===== src/rtl/trig_cap_pkg.sv =====
// Shared types and default sizes for the trigger capture controller.
package trig_cap_pkg;

  localparam int DEF_ADDR_W = 9;
  localparam int DEF_NUM_CH = 5;

  typedef enum logic [2:0] {
    IDLE,
    PRETRIG,
    ARMED,
    POSTTRIG,
    DONE
  } cap_state_t;

endpackage


===== src/rtl/cap_addr_cnt.sv =====
// Wrap-around sample-RAM write address counter with synchronous clear.
module cap_addr_cnt #(
  parameter int ADDR_W = 9
) (
  input  logic              clk,
  input  logic              rst,
  input  logic              clr,
  input  logic              inc,
  output logic [ADDR_W-1:0] addr
);

  logic [ADDR_W-1:0] addr_q;

  // Natural overflow gives the DEPTH-1 -> 0 wrap.
  always_ff @(posedge clk) begin
    if (rst || clr) addr_q <= '0;
    else if (inc)   addr_q <= addr_q + ADDR_W'(1);
  end

  assign addr = addr_q;

endmodule


===== src/rtl/trig_capture_ctrl.sv =====
// Capture sequencer: pre-trigger fill, armed wait, post-trigger count, done.
module trig_capture_ctrl
  import trig_cap_pkg::*;
#(
  parameter int ADDR_W = DEF_ADDR_W,
  parameter int NUM_CH = DEF_NUM_CH
) (
  input  logic              clk,
  input  logic              rst,
  input  logic              run,
  input  logic              stop,
  input  logic              smpl_en,
  input  logic [NUM_CH-1:0] chan_trig,
  input  logic              prot_trig,
  input  logic [ADDR_W-1:0] trig_pos,
  output logic              armed,
  output logic              triggered,
  output logic              we,
  output logic [ADDR_W-1:0] waddr,
  output logic [ADDR_W-1:0] trig_addr,
  output logic              capture_done,
  output cap_state_t        dbg_state
);

  cap_state_t        state_q, state_d;
  logic [ADDR_W-1:0] pre_need_q, pre_need_d;
  logic [ADDR_W-1:0] pos_q, pos_d;
  logic [ADDR_W-1:0] pre_cnt_q, pre_cnt_d;
  logic [ADDR_W-1:0] post_cnt_q, post_cnt_d;
  logic [ADDR_W-1:0] trig_addr_q, trig_addr_d;
  logic              tsmp_q, tsmp_d;
  logic              triggered_q, triggered_d;
  logic              done_q, done_d;
  logic              addr_clr;
  logic              trig_in;
  logic              active;
  logic [ADDR_W-1:0] pre_inc;
  logic [ADDR_W-1:0] post_nxt;

  assign trig_in  = (&chan_trig) & prot_trig;
  assign active   = (state_q == PRETRIG) || (state_q == ARMED) || (state_q == POSTTRIG);
  assign we       = smpl_en & active;
  assign pre_inc  = pre_cnt_q + ADDR_W'(1);
  // tsmp_q marks that the trigger sample itself has been written.
  assign post_nxt = tsmp_q ? (post_cnt_q + ADDR_W'(1)) : '0;

  cap_addr_cnt #(.ADDR_W(ADDR_W)) u_addr_cnt (
    .clk  (clk),
    .rst  (rst),
    .clr  (addr_clr),
    .inc  (we),
    .addr (waddr)
  );

  always_comb begin
    state_d     = state_q;
    pre_need_d  = pre_need_q;
    pos_d       = pos_q;
    pre_cnt_d   = pre_cnt_q;
    post_cnt_d  = post_cnt_q;
    trig_addr_d = trig_addr_q;
    tsmp_d      = tsmp_q;
    triggered_d = triggered_q;
    done_d      = done_q;
    addr_clr    = 1'b0;
    if (stop) begin
      state_d     = IDLE;
      triggered_d = 1'b0;
    end else begin
      case (state_q)
        IDLE, DONE: begin
          if (run) begin
            state_d     = PRETRIG;
            addr_clr    = 1'b1;
            pre_cnt_d   = '0;
            post_cnt_d  = '0;
            tsmp_d      = 1'b0;
            triggered_d = 1'b0;
            done_d      = 1'b0;
            // trig_pos is ADDR_W bits wide, so it never exceeds DEPTH-1.
            pos_d       = trig_pos;
            pre_need_d  = {ADDR_W{1'b1}} - trig_pos;
          end
        end
        PRETRIG: begin
          if (pre_need_q == '0) begin
            state_d = ARMED;
          end else if (we) begin
            pre_cnt_d = pre_inc;
            if (pre_inc == pre_need_q) state_d = ARMED;
          end
        end
        ARMED: begin
          if (trig_in) begin
            triggered_d = 1'b1;
            state_d     = POSTTRIG;
          end
        end
        POSTTRIG: begin
          if (we) begin
            if (!tsmp_q) begin
              trig_addr_d = waddr;
              tsmp_d      = 1'b1;
            end
            post_cnt_d = post_nxt;
            if (post_nxt == pos_q) begin
              state_d = DONE;
              done_d  = 1'b1;
            end
          end
        end
        default: state_d = IDLE;
      endcase
    end
  end

  always_ff @(posedge clk) begin
    if (rst) begin
      state_q     <= IDLE;
      pre_need_q  <= '0;
      pos_q       <= '0;
      pre_cnt_q   <= '0;
      post_cnt_q  <= '0;
      trig_addr_q <= '0;
      tsmp_q      <= 1'b0;
      triggered_q <= 1'b0;
      done_q      <= 1'b0;
    end else begin
      state_q     <= state_d;
      pre_need_q  <= pre_need_d;
      pos_q       <= pos_d;
      pre_cnt_q   <= pre_cnt_d;
      post_cnt_q  <= post_cnt_d;
      trig_addr_q <= trig_addr_d;
      tsmp_q      <= tsmp_d;
      triggered_q <= triggered_d;
      done_q      <= done_d;
    end
  end

  assign armed        = (state_q == ARMED);
  assign triggered    = triggered_q;
  assign trig_addr    = trig_addr_q;
  assign capture_done = done_q;
  assign dbg_state    = state_q;

endmodule


===== config.mk =====
export PLATFORM = sky130hd
export DESIGN_NAME = trig_capture_ctrl
export DESIGN_NICKNAME = d
export VERILOG_FILES = /design/src/rtl/trig_cap_pkg.sv /design/src/rtl/cap_addr_cnt.sv /design/src/rtl/trig_capture_ctrl.sv
export SDC_FILE = /design/constraint.sdc
export NUM_CORES = 1
export LEC_CHECK = 0
export ABC_AREA = 1
export CORE_ASPECT_RATIO = 0.9
export CORE_UTILIZATION = 54
export CTS_BUF_LIST = sky130_fd_sc_hd__clkbuf_16
export DETAILED_ROUTE_END_ITERATION = 16
export PLACE_DENSITY = 0.79
export SLEW_MARGIN = 20
export SYNTH_ARGS = -nofsm -noshare
export SYNTH_HDL_FRONTEND = slang
export SYNTH_SLANG_ARGS = --single-unit

===== constraint.sdc =====
create_clock -name clk -period 2 [get_ports clk]
set_input_delay 0.4 -clock clk [delete_from_list [all_inputs] [get_ports clk]]
set_output_delay 0.4 -clock clk [all_outputs]
set_load 0.03 [all_outputs]

==> results.txt, run 1 <==
dfxtp_1 takes more of the synthesized area than any other cell. The deepest clock path buffer count is 2. The capture instance of the worst register-to-register path is dbg_state[1]. In this run the clock root is driven by a clkbuf_16. Synthesis produced a netlist whose cell count is 447. The number of flip-flops and latches in the synthesized netlist came out at 60. The number of pins exceeding their max-slew limit in the final report came to 0.

In this run the tool buffered the top-level ports with 44 buffer cells. The sequential share of power is 39.4%. The number of placement rows came out at 26. The number of setup violations in the final report came out at 0. The post-layout minimum cycle time came out at 1915 ps.

The met3 wire length came out at 796 µm. The clock group share of total power is 45.7%. The clock insertion delay at the later pin of the skew report came out at 330 ps. The number of antenna diodes in the final layout is 0.

The reg-to-reg critical path startpoint is pre_cnt_q[0]. The class of the tightest hold or removal check is reg -> reg. The unique cell type count in the Yosys netlist is 37. The detail route stage leaves a number of antenna-violating nets equal to 0.

The cell area after layout came out at 4114 µm². The switching fraction of total power is 27.20%. The top fanout value on the critical path is 6. The number of detailed-route iterations in the first pass is 5. Summing over every cut layer, the via total after detailed routing is 3252. The worst hold path endpoint is capture_done. The number of hold violations in the final report was 0.

The switching component of the power is 892.3 µW. For this run, asynchronously set or reset flops after synthesis account for 0%. In the routed design, unresolved DRC markers number 0. The total CTS buffers came out at 9.

The data required time of the critical path came out at 2270 ps. The endpoint arrival time on the critical path came out at 2180 ps. The number of instances on the worst hold path came out at 1. The transition time of the tightest slew-check pin came out at 537.0 ps. The total routed wirelength came out at 8.398 mm. The starting utilization of the core area is 55.73%. Compared with the post-synthesis result, the final layout area differs by 30.42%. The power per standard cell area is 797.4 nW/µm². The worst reg2reg path depth came out at 15. The number of flops mapped to enable cells by yosys is 0. The number of antenna violations at the first check in global routing is 0. After synthesis, flip-flops and latches occupy 38.08% of the total area. The max-cap violation count is 0.

The launch point of the worst hold path is capture_done. The number of nets in the finished design came out at 537. Yosys printed 0 warnings. The all-layer global routing usage came out at 28.69%. The timing-limited maximum frequency is 522.3 MHz. The die covers 6151 µm². The filler cells instantiated in the layout total 457. In this run the register-to-register setup slack is 90 ps. The worst voltage drop across the vdd grid is 0.7183 mV. After global routing the overflow that remains totals 0.

The leakage power summed over all cells came out at 1.651 nW. The final-layout setup total negative slack came out at 0 ps. The multi-input combinational cells in the finished layout cover a total of 1683 µm².

The kind of capture point of the worst setup path is a register. By count the netlist is led by 96 x nand2_1, 60 x dfxtp_1, 57 x inv_1. The wire length of the first global-routing pass came out at 12.98 mm.

The instance count after placement with tap cells included is 572. At the end of routability-driven placement, the weighted congestion stood at 0.9093. After the flow finishes, the layout carries non-filler instances totaling 589. The area of the placeable core came out at 5660 µm². By area the synthesized netlist is led by dfxtp_1 38%, nand2_1 11%, inv_1 6.8%.

The flow ran to the end, and the final reports show no timing, DRC or antenna violations. The y dimension of the die is 74.51 µm. The placed wire-length estimate after detailed placement came out at 6.021 mm. The met2 wire length came out at 3.746 mm. The combinational cell fraction of total power came out at 15.0%. The fraction of post-synthesis cell area in the top cell type by area came out at 38.08%. The detailed-route wire length on metal 1 is 3.746 mm. The fraction of final layout cells with drive strength greater than 1 is 16.96%.

The setup path with the least slack is of type reg -> reg. The final worst hold slack came out at 479.6 ps. Dividing the detail-routed wire length by the instance count gives 14.26 µm. In the post-synthesis netlist, the cell with the most instances is nand2_1. The post-route worst setup slack came out at 85.43 ps. STA classifies the critical path startpoint as a register. The worst path uses 95.73% of the clock period. The highest routed metal layer is met4. The largest clock skew in the final design is 5.805 ps.

The sequential standard cell area came out at 1205 µm². The post-place instance area came out at 3790 µm². The post-placement setup slack is -50.85 ps. Headroom to the max-slew limit came out at 64.16%. The internal power summed over all cells is 2.388 mW. Measured along the x axis, the die boundary spans 82.56 µm. The via count of the first global-routing pass is 2804. After clock tree synthesis, the clock-pin slew on the worst setup and hold paths is 50 ps. The pin count of the biggest net entering global routing is 21. The post-synthesis average cell area came out at 7.057 µm².

After synthesis the cells add up to 3154 µm². The number of I/O pins is 45. Among all flip-flop cells after synthesis, the most frequent one is dfxtp_1. TritonCTS built the clock tree. Synthesis produced a netlist with a net count of 470. The detailed router finished its first iteration with 291 violations. Counting every sink on the clock net gives 60.

The number of levels the H-tree was split into is 3. The post-detailed-route via-to-cell ratio came out at 5.521.
-- metal layers --
| layer | global-route usage [%] | vias up |
|---|---|---|
| met4 | 9.004 | 0 |
| met1 | 38.11 | 1472 |
| met5 | 0 | - |
| met2 | 44.54 | 143 |
| met3 | 8.957 | 12 |
| li1 | - | 1625 |
-- kinds of logic (layout without fill, tap and decap cells) --
group                      after synthesis  after routing  share of synthesized area, %
xor gates and xnor gates                 3              3                        0.8332
adders and majority gates                3              3                         1.190
buffers and inverters                   75            147                         9.599
DFF                                     60             60                         38.08
and+or+nand+nor                        218            218                         33.00
AOI/OAI and AO/OA                       88             88                         17.29
-- per-stage QoR --
| stage | utilization [%] | power, mW |
|---|---|---|
| 4_1_cts | 71.95 | 3.276 |
| 2_1_floorplan | - | 1.622 |
| 5_1_grt | 72.68 | 3.387 |
| 3_3_place_gp | 66.95 | 1.779 |
| 3_5_place_dp | 66.95 | 1.790 |
| 6_report | 72.68 | 3.281 |
-- timing repair --
action,CTS,global route
endpoints found under the setup margin,2,4
pin swaps,0,2
setup buffers,0,1
hold buffers,0,0
hold endpoints to repair,0,0
resized for setup,2,14
-- cells in the final DEF (no fill, tap or decap), types with 3 or more instances in the layout --
| master | n |
|---|---|
| nand2_1 | 93 |
| inv_1 | 58 |
| dfxtp_1 | 57 |
| clkdlybuf4s50_1 | 40 |
| nand3_1 | 37 |
| nor2_1 | 37 |
| a21oi_1 | 33 |
| buf_4 | 24 |
| o21ai_0 | 21 |
| nand4_1 | 17 |
| clkbuf_16 | 9 |
| a211oi_2 | 8 |
| inv_2 | 7 |
| a31oi_1 | 7 |
| a211oi_1 | 7 |
| nor2_2 | 6 |
| nor2_4 | 5 |
| o21ai_1 | 5 |
| or2_2 | 5 |
| nand2_2 | 4 |
| nor3_1 | 4 |
| nor3_2 | 3 |
| clkinv_2 | 3 |
| dfxtp_2 | 3 |
-- registers in the layout, indices dropped and copies added, names as in the netlist, 3 cells and up --
signal and cells:
dbg_state 3, pos_q 9, post_cnt_q 9, pre_cnt_q 9
pre_need_q 9, trig_addr 9, u_addr_cnt.addr 9
-- area by class of cell --
type | instances | share of cell area (%)
Clock inverter | 7 | 1.460
Tap cell | 70 | 2.129
Multi-Input combinational cell | 312 | 40.91
Clock buffer | 9 | 5.474
Sequential cell | 60 | 29.29
Inverter | 64 | 5.900
Timing Repair Buffer | 67 | 14.84
-- how the worst max path moves through the flow --
stage | slack (ps) | end | start
2_1_floorplan | 20 | trig_addr[1] | dbg_state[1]
3_3_place_gp | 60 | u_addr_cnt.addr[8] | smpl_en
3_5_place_dp | -50 | dbg_state[1] | prot_trig
4_1_cts | 0.4 | dbg_state[1] | post_cnt_q[0]
5_1_grt | -20 | dbg_state[1] | pre_cnt_q[1]
6_report | 90 | dbg_state[1] | pre_cnt_q[0]
-- worst max-delay path: stages, from the launching register on --
cell	delay, ps
dfxtp_1	340
ha_2	200
nand2_2	110
nor2_4	190
nand2_1	100
nand2_2	80
nand2_1	50
nand2_1	50
nand2_1	40
nor2_1	110
nand4_1	130
nand2_2	140
nand3_2	110
nand2_1	80
inv_1	30
nor2_1	100
-- power by group through the flow --
stage / Clock, mW / Combinational, mW / Sequential, mW
final: 1.50 / 0.491 / 1.29
after CTS: 1.51 / 0.480 / 1.29
after detailed placement: 0 / 0.476 / 1.31
after global placement: 0 / 0.468 / 1.31
after floorplan: 0 / 0.298 / 1.32
after global routing: 1.56 / 0.536 / 1.30
Note: power is estimated with default switching activity, not from simulation.
==> inputs of run 2 (changes only) <==
--- a/config.mk
+++ b/config.mk
@@ -6,6 +6,7 @@
 export NUM_CORES = 1
 export LEC_CHECK = 0
 export ABC_AREA = 1
+export CAP_MARGIN = 15
 export CORE_ASPECT_RATIO = 0.9
 export CORE_UTILIZATION = 54
 export CTS_BUF_LIST = sky130_fd_sc_hd__clkbuf_16
==> results of run 2 <==
No change in the layout: final DEF, timing and power equal those of run 1.
